### config.mk
export PLATFORM = sky130hd
export DESIGN_NAME = vedic_pp_combiner_flat
export DESIGN_NICKNAME = d
export VERILOG_FILES = /design/src/rtl/vedic_pp_combiner_pkg.sv /design/src/rtl/vedic_pp_combiner_if.sv /design/src/rtl/vedic_pp_combiner_pipe_stage.sv /design/src/rtl/vedic_pp_combiner.sv /design/src/flat_wrapper.sv
export SDC_FILE = /design/constraint.sdc
export NUM_CORES = 1
export LEC_CHECK = 0
export CORE_ASPECT_RATIO = 1.1
export CORE_MARGIN = 2
export CORE_UTILIZATION = 41
export DETAILED_ROUTE_END_ITERATION = 8
export GPL_TIMING_DRIVEN = 0
export MAX_ROUTING_LAYER = met4
export PLACE_DENSITY = 0.74
export SLEW_MARGIN = 5
export SYNTH_ARGS = -nofsm -noshare
export SYNTH_HDL_FRONTEND = slang
export SYNTH_SLANG_ARGS = --single-unit
### constraint.sdc
create_clock -name clk -period 2.9 [get_ports clk]
set_input_delay 0.435 -clock clk [delete_from_list [all_inputs] [get_ports clk]]
set_output_delay 0.435 -clock clk [all_outputs]
set_load 0.03 [all_outputs]
### src/rtl/vedic_pp_combiner_pkg.sv
// Shared widths for the Vedic partial-product combiner.
// Sub-products are 2N bits, the middle sum keeps its carry at 2N+1 bits,
// the recombined product is 4N bits, and the optional stats counter is 16 bits.
package vedic_pp_combiner_pkg;

  localparam int N_DEFAULT     = 8;
  localparam int TAG_W_DEFAULT = 4;
  localparam int STATS_W       = 16;

  function automatic int pp_width(input int n);
    return 2 * n;
  endfunction

  function automatic int mid_width(input int n);
    return 2 * n + 1;
  endfunction

  function automatic int prod_width(input int n);
    return 4 * n;
  endfunction

endpackage

### src/rtl/vedic_pp_combiner_if.sv
// Valid/ready bus between the lower Vedic level, the combiner and its consumer.
// The master side drives sub-products and out_ready; the slave is the combiner.
interface vedic_pp_combiner_if
  import vedic_pp_combiner_pkg::*;
#(
  parameter int N     = N_DEFAULT,
  parameter int TAG_W = TAG_W_DEFAULT
);

  logic                     in_valid;
  logic                     in_ready;
  logic [pp_width(N)-1:0]   pp_ll;
  logic [pp_width(N)-1:0]   pp_lh;
  logic [pp_width(N)-1:0]   pp_hl;
  logic [pp_width(N)-1:0]   pp_hh;
  logic [TAG_W-1:0]         in_tag;
  logic                     out_valid;
  logic                     out_ready;
  logic [prod_width(N)-1:0] product;
  logic [TAG_W-1:0]         out_tag;

  modport master (
    output in_valid, pp_ll, pp_lh, pp_hl, pp_hh, in_tag, out_ready,
    input  in_ready, out_valid, product, out_tag
  );

  modport slave (
    input  in_valid, pp_ll, pp_lh, pp_hl, pp_hh, in_tag, out_ready,
    output in_ready, out_valid, product, out_tag
  );

endinterface

### src/rtl/vedic_pp_combiner_pipe_stage.sv
// vedic_pipe_stage: generic valid/ready register slice.
// It loads whenever it is empty or its content is leaving, so a full slice
// can be refilled in the same cycle it is drained (no bubble).
module vedic_pipe_stage #(
  parameter int W = 8
) (
  input  logic         clk,
  input  logic         rst,
  input  logic         in_valid,
  output logic         in_ready,
  input  logic [W-1:0] in_data,
  output logic         out_valid,
  input  logic         out_ready,
  output logic [W-1:0] out_data
);

  logic adv;

  // The slice can take new data when empty or when its current word is accepted.
  always_comb begin
    adv      = !out_valid || out_ready;
    in_ready = adv;
  end

  // Register the word on advance; data is only overwritten by a real transfer.
  always_ff @(posedge clk) begin
    if (rst) begin
      out_valid <= 1'b0;
      out_data  <= '0;
    end else if (adv) begin
      out_valid <= in_valid;
      if (in_valid) begin
        out_data <= in_data;
      end
    end
  end

endmodule

### src/rtl/vedic_pp_combiner.sv
// vedic_pp_combiner: final recombination stage of a 2N x 2N Vedic multiplier.
// S1 registers mid = pp_lh + pp_hl (with carry) and cat = {pp_hh, pp_ll};
// S2 registers product = cat + (mid << N). Up to two sets are buffered.
// Optional build macro VEDIC_COMB_STATS_EN adds a 16-bit txn_count output
// counting accepted products.
module vedic_pp_combiner
  import vedic_pp_combiner_pkg::*;
#(
  parameter int N     = N_DEFAULT,
  parameter int TAG_W = TAG_W_DEFAULT
) (
  input  logic                 clk,
  input  logic                 rst,
  vedic_pp_combiner_if.slave   bus
`ifdef VEDIC_COMB_STATS_EN
  ,
  output logic [STATS_W-1:0]   txn_count
`endif
);

  localparam int MID_W  = mid_width(N);
  localparam int PROD_W = prod_width(N);
  localparam int S1_W   = MID_W + PROD_W + TAG_W;
  localparam int S2_W   = PROD_W + TAG_W;

  logic [MID_W-1:0]  mid_in;
  logic [PROD_W-1:0] cat_in;
  logic [S1_W-1:0]   s1_in_data;
  logic [S1_W-1:0]   s1_data;
  logic              s1_valid;
  logic              s1_in_ready;
  logic              s2_in_ready;
  logic [MID_W-1:0]  s1_mid;
  logic [PROD_W-1:0] s1_cat;
  logic [TAG_W-1:0]  s1_tag;
  logic [PROD_W-1:0] s2_sum;
  logic [S2_W-1:0]   s2_in_data;
  logic [S2_W-1:0]   s2_data;

  // Stage-1 operands: carry-preserving middle sum and the concatenated outer terms.
  always_comb begin
    mid_in     = {1'b0, bus.pp_lh} + {1'b0, bus.pp_hl};
    cat_in     = {bus.pp_hh, bus.pp_ll};
    s1_in_data = {mid_in, cat_in, bus.in_tag};
  end

  vedic_pipe_stage #(.W(S1_W)) u_s1 (
    .clk       (clk),
    .rst       (rst),
    .in_valid  (bus.in_valid),
    .in_ready  (s1_in_ready),
    .in_data   (s1_in_data),
    .out_valid (s1_valid),
    .out_ready (s2_in_ready),
    .out_data  (s1_data)
  );

  // Stage-2 operand: fold the shifted middle sum into the outer terms, modulo 2^4N.
  always_comb begin
    s1_mid     = s1_data[S1_W-1 -: MID_W];
    s1_cat     = s1_data[TAG_W +: PROD_W];
    s1_tag     = s1_data[TAG_W-1:0];
    s2_sum     = s1_cat + (PROD_W'(s1_mid) << N);
    s2_in_data = {s2_sum, s1_tag};
  end

  vedic_pipe_stage #(.W(S2_W)) u_s2 (
    .clk       (clk),
    .rst       (rst),
    .in_valid  (s1_valid),
    .in_ready  (s2_in_ready),
    .in_data   (s2_in_data),
    .out_valid (bus.out_valid),
    .out_ready (bus.out_ready),
    .out_data  (s2_data)
  );

  // Expose the output register and the upstream ready.
  always_comb begin
    bus.in_ready = s1_in_ready;
    bus.product  = s2_data[S2_W-1:TAG_W];
    bus.out_tag  = s2_data[TAG_W-1:0];
  end

`ifdef VEDIC_COMB_STATS_EN
  // Count accepted products; the counter wraps naturally at 16 bits.
  always_ff @(posedge clk) begin
    if (rst) begin
      txn_count <= '0;
    end else if (bus.out_valid && bus.out_ready) begin
      txn_count <= txn_count + 1'b1;
    end
  end
`else
  // Statistics disabled: no counter and no extra port.
`endif

endmodule
### src/flat_wrapper.sv
// flat-port wrapper written by rule: the top's interface ports become plain ports
module vedic_pp_combiner_flat import vedic_pp_combiner_pkg::*;
#(
  parameter int N     = N_DEFAULT,
  parameter int TAG_W = TAG_W_DEFAULT
)
  (clk, rst, bus_in_valid, bus_pp_ll, bus_pp_lh, bus_pp_hl, bus_pp_hh, bus_in_tag, bus_out_ready, bus_in_ready, bus_out_valid, bus_product, bus_out_tag);
  vedic_pp_combiner_if #(.N(N), .TAG_W(TAG_W)) bus_i ();
  input  logic clk;
  input  logic rst;
  input wire logic [$bits(bus_i.in_valid)-1:0] bus_in_valid;
  input wire logic [$bits(bus_i.pp_ll)-1:0] bus_pp_ll;
  input wire logic [$bits(bus_i.pp_lh)-1:0] bus_pp_lh;
  input wire logic [$bits(bus_i.pp_hl)-1:0] bus_pp_hl;
  input wire logic [$bits(bus_i.pp_hh)-1:0] bus_pp_hh;
  input wire logic [$bits(bus_i.in_tag)-1:0] bus_in_tag;
  input wire logic [$bits(bus_i.out_ready)-1:0] bus_out_ready;
  output wire logic [$bits(bus_i.in_ready)-1:0] bus_in_ready;
  output wire logic [$bits(bus_i.out_valid)-1:0] bus_out_valid;
  output wire logic [$bits(bus_i.product)-1:0] bus_product;
  output wire logic [$bits(bus_i.out_tag)-1:0] bus_out_tag;
  assign bus_i.in_valid = bus_in_valid;
  assign bus_i.pp_ll = bus_pp_ll;
  assign bus_i.pp_lh = bus_pp_lh;
  assign bus_i.pp_hl = bus_pp_hl;
  assign bus_i.pp_hh = bus_pp_hh;
  assign bus_i.in_tag = bus_in_tag;
  assign bus_i.out_ready = bus_out_ready;
  assign bus_in_ready = bus_i.in_ready;
  assign bus_out_valid = bus_i.out_valid;
  assign bus_product = bus_i.product;
  assign bus_out_tag = bus_i.out_tag;
  vedic_pp_combiner #(.N(N), .TAG_W(TAG_W)) u_core (.clk(clk), .rst(rst), .bus(bus_i));
endmodule
==> results.sh <==
export IMPL_clock_latency_ns=0.35
export IMPL_relSlewSlack=0.551
export IMPL_swShare=0.286
export IMPL_cts_tree="yes"
export IMPL_fin_skew_ns=0.00551
export IMPL_path_class="in -> reg"
export IMPL_place_congestion=0.908
export IMPL_wl_met2_um=7080
export IMPL_h_tree_depth=3
export IMPL_p_seq_frac=0.409
export IMPL_fmax_mhz=364
export IMPL_finalCritPeriodShare=0.948
export IMPL_synth_edf_count=0
export IMPL_switchingPower_w=0.000966
export IMPL_pin_count=110
export IMPL_rrSetupSlack_ns=0.48
export IMPL_crit_path_end_kind="register"
export IMPL_clockBufferDepth=2
export IMPL_r2r_start="u_core.u_s1.out_data[36]"
export IMPL_syn_cell_area_um2=4960
export IMPL_core_area_um2=11900
export IMPL_synthToLayoutAreaGrowth_pct=32.4
export IMPL_avgSynthCellArea_um2=7.79
export IMPL_die_area_um2=13000
export IMPL_die_h_um=119
export IMPL_utilization=0.550
export IMPL_synthesis_nets=744
export IMPL_finalHoldViolCount=0
export IMPL_min_delay_worst_endpoint="u_core.u_s2.out_data[0]"
export IMPL_critPathLaunchType="input pin"
export IMPL_wirelength_met1_um=6230
export IMPL_yosysWarnings=0
export IMPL_power_w=0.00338
export IMPL_place_inst=899
export IMPL_async_flop_share=0
export IMPL_power_frac_clock=0.377
export IMPL_cts_buffers=9
export IMPL_synth_commonest_cells="nand2_1, a21oi_1, dfxtp_1"
export IMPL_n_antenna_cell=0
export IMPL_grt_total_usage=0.237
export IMPL_start_util=0.416
export IMPL_grt_setup_unrepaired="no"
export IMPL_min_period_ns=2.75
export IMPL_ir_drop_uv=259
export IMPL_drt_wl_total_um=14600
export IMPL_ant_nets=0
export IMPL_synth_area_top_cells="dfxtp_1, nand2_1, a21oi_1, ha_1, a21o_1"
export IMPL_wl_per_cell_um=15.9
export IMPL_combPwrFrac=0.215
export IMPL_worstPathArrival_ns=2.97
export IMPL_critical_path_slowest_cell="fa_1"
export IMPL_routed_wl_met3_um=896
export IMPL_crit_fanout=4
export IMPL_layout_drive_gt1_share=0.0355
export IMPL_remaining_drc_errors=0
export IMPL_place_ws_ns=-0.253
export IMPL_synth_seq_cells=91
export IMPL_holdCritStartpoint="u_core.u_s1.out_data[0]"
export IMPL_avgViaCountPerCell=5.55
export IMPL_yosysUniqueCellTypes=59
export IMPL_first_iter_violations=340
export IMPL_placed_area_um2=6230
export IMPL_route_vias_total=5074
export IMPL_firstDrtPassIters=5
export IMPL_ys_dominant_reg_cell="dfxtp_1"
export IMPL_fill_cells=1141
export IMPL_row_count=42
export IMPL_drv_slew=0
export IMPL_holdCritPathClass="reg -> reg"
export IMPL_reg2reg_to="u_core.u_s2.out_data[26]"
export IMPL_synthCells=637
export IMPL_top_layer_used="met4"
export IMPL_cpPeakStageDelay_ns=0.46
export IMPL_yosysTopAreaCell="dfxtp_1"
export IMPL_synth_top_area_frac=0.367
export IMPL_worstHoldPathCells=2
export IMPL_worst_pin_slew_ns=0.673
export IMPL_port_buffers=108
export IMPL_grt_max_degree=17
export IMPL_cellPowerDensity_nw_per_um2=514
export IMPL_die_x_um=109
export IMPL_cp_required_ns=3.12
export IMPL_grt_pass1_vias=4985
export IMPL_fin_area_um2=6570
export IMPL_worstPathCellList="clkdlybuf4s50_1 > ha_1 > fa_1 > a211oi_2 > o21ai_1 > a21oi_1 > o31ai_1 > a2111oi_1 > nor4_1"
export IMPL_final_cell_count_no_fill=915
export IMPL_clockRootBuffer="clkbuf_16"
export IMPL_grt_first_pass_wirelength_um=23700
export IMPL_grt_ovfl_total=0
export IMPL_drv_cap=0
export IMPL_hpwl_um=11400
export IMPL_yosysMostFrequentCell="nand2_1"
export IMPL_nets=863
export IMPL_cts_setup_buffers=0
export IMPL_finalSetupViolations=0
export IMPL_status="completed"
export IMPL_antenna_found_initial=0
export IMPL_p_int_w=0.00241
export IMPL_yosysSeqAreaShare=0.367
export IMPL_clk_pin_slew_ns=0.07
export IMPL_worst_slack_ns=0.151
export IMPL_leakagePower_nw=2.58
export IMPL_worstRegToRegCells=8
export IMPL_cts_sinks=91
==> critical path: cells and delay by family <==
kind	cells	cell delay, ns
compound gates	5	1.32
fa+ha+maj	2	0.71
buf+inv	1	0.40
simple gates	1	0.10
==> worst max path at each step <==
stage | start | to | slack, ns | cells past startpoint
CTS | bus_pp_hl[0] | u_core.u_s1.out_data[52] | 0.1 | 9
global placement | bus_pp_hl[0] | u_core.u_s1.out_data[52] | -0.14 | 9
global route | bus_pp_hl[0] | u_core.u_s1.out_data[52] | 0.02 | 9
detailed placement | bus_pp_hl[0] | u_core.u_s1.out_data[52] | -0.25 | 9
finish | bus_pp_hl[0] | u_core.u_s1.out_data[52] | 0.15 | 9
floorplan | bus_pp_hl[0] | u_core.u_s1.out_data[52] | 0.54 | 8
==> cell type report <==
class | instances | area, µm² | share of cell area
clock inverter | 6 | 96.3 | 0.0147
timing repair buffer | 108 | 1080 | 0.165
clock buffer | 10 | 229 | 0.0349
sequential | 91 | 1820 | 0.277
buffer | 35 | 143 | 0.0217
multi-input combinational | 498 | 2950 | 0.450
inverter | 13 | 48.8 | 0.00743
tap | 154 | 193 | 0.0293
==> per-layer routing <==
layer | GRT usage | vias up
met5 | - | -
met1 | 0.289 | 2371
met4 | 0.103 | 0
met3 | 0.0317 | 29
met2 | 0.388 | 155
li1 | - | 2519
==> registers in the layout, summed over array words and instances (netlist names) <==
name,cells
u_core.u_s1.out_data,53
u_core.u_s2.out_data,36
u_core.u_s1.out_valid,1
u_core.u_s2.out_valid,1
==> through the flow <==
stage,TNS (ns),hold slack (ns)
final,0,0.455
after global routing,0,0.476
after CTS,0,0.455
after detailed placement,-0.474,0.450
after global placement,-0.218,0.440
after floorplan,0,0.432
==> placed cells by master (no fill, tap or decap), drive strengths merged, types with 3 or more instances in the layout <==
master         count
o31ai              4
nor4b              4
nor3              10
a211oi            11
nor2b              3
or4                5
o21a               4
and3               7
a21oi             95
o211ai             5
xor2               5
clkbuf            37
ha                33
a21o              17
nand2            144
mux2i              3
o21bai             3
nand3             23
nand2b             4
o21ai             23
a211o              5
inv               15
or3                5
nor2              28
and2               4
buf                8
nand4              6
a31oi             11
xnor2              9
dfxtp             91
clkdlybuf4s50    108
nor4               3
==> kinds of logic after synthesis <==
logic type	after synthesis	share of synthesized area
DFF	91	0.367
AOI/OAI and AO/OA	196	0.243
buffers and inverters	48	0.0386
and+or+nand+nor	250	0.230
muxes	3	0.00605
xor gates and xnor gates	14	0.0247
adders and majority gates	35	0.0913
==> power groups by stage <==
stage	Combinational [W]	Sequential, W	Clock (W)
floorplan	0.000406	0.00144	0
global placement	0.000700	0.00141	0
detailed placement	0.000715	0.00141	0
CTS	0.000719	0.00138	0.00128
global route	0.000799	0.00139	0.00134
finish	0.000725	0.00138	0.00127
==> repair_timing <==
item,in CTS,in global routing
setup endpoints to repair,0,1
resized for setup,0,2
hold buffers,0,0
Power figures use the tool's default switching activity.
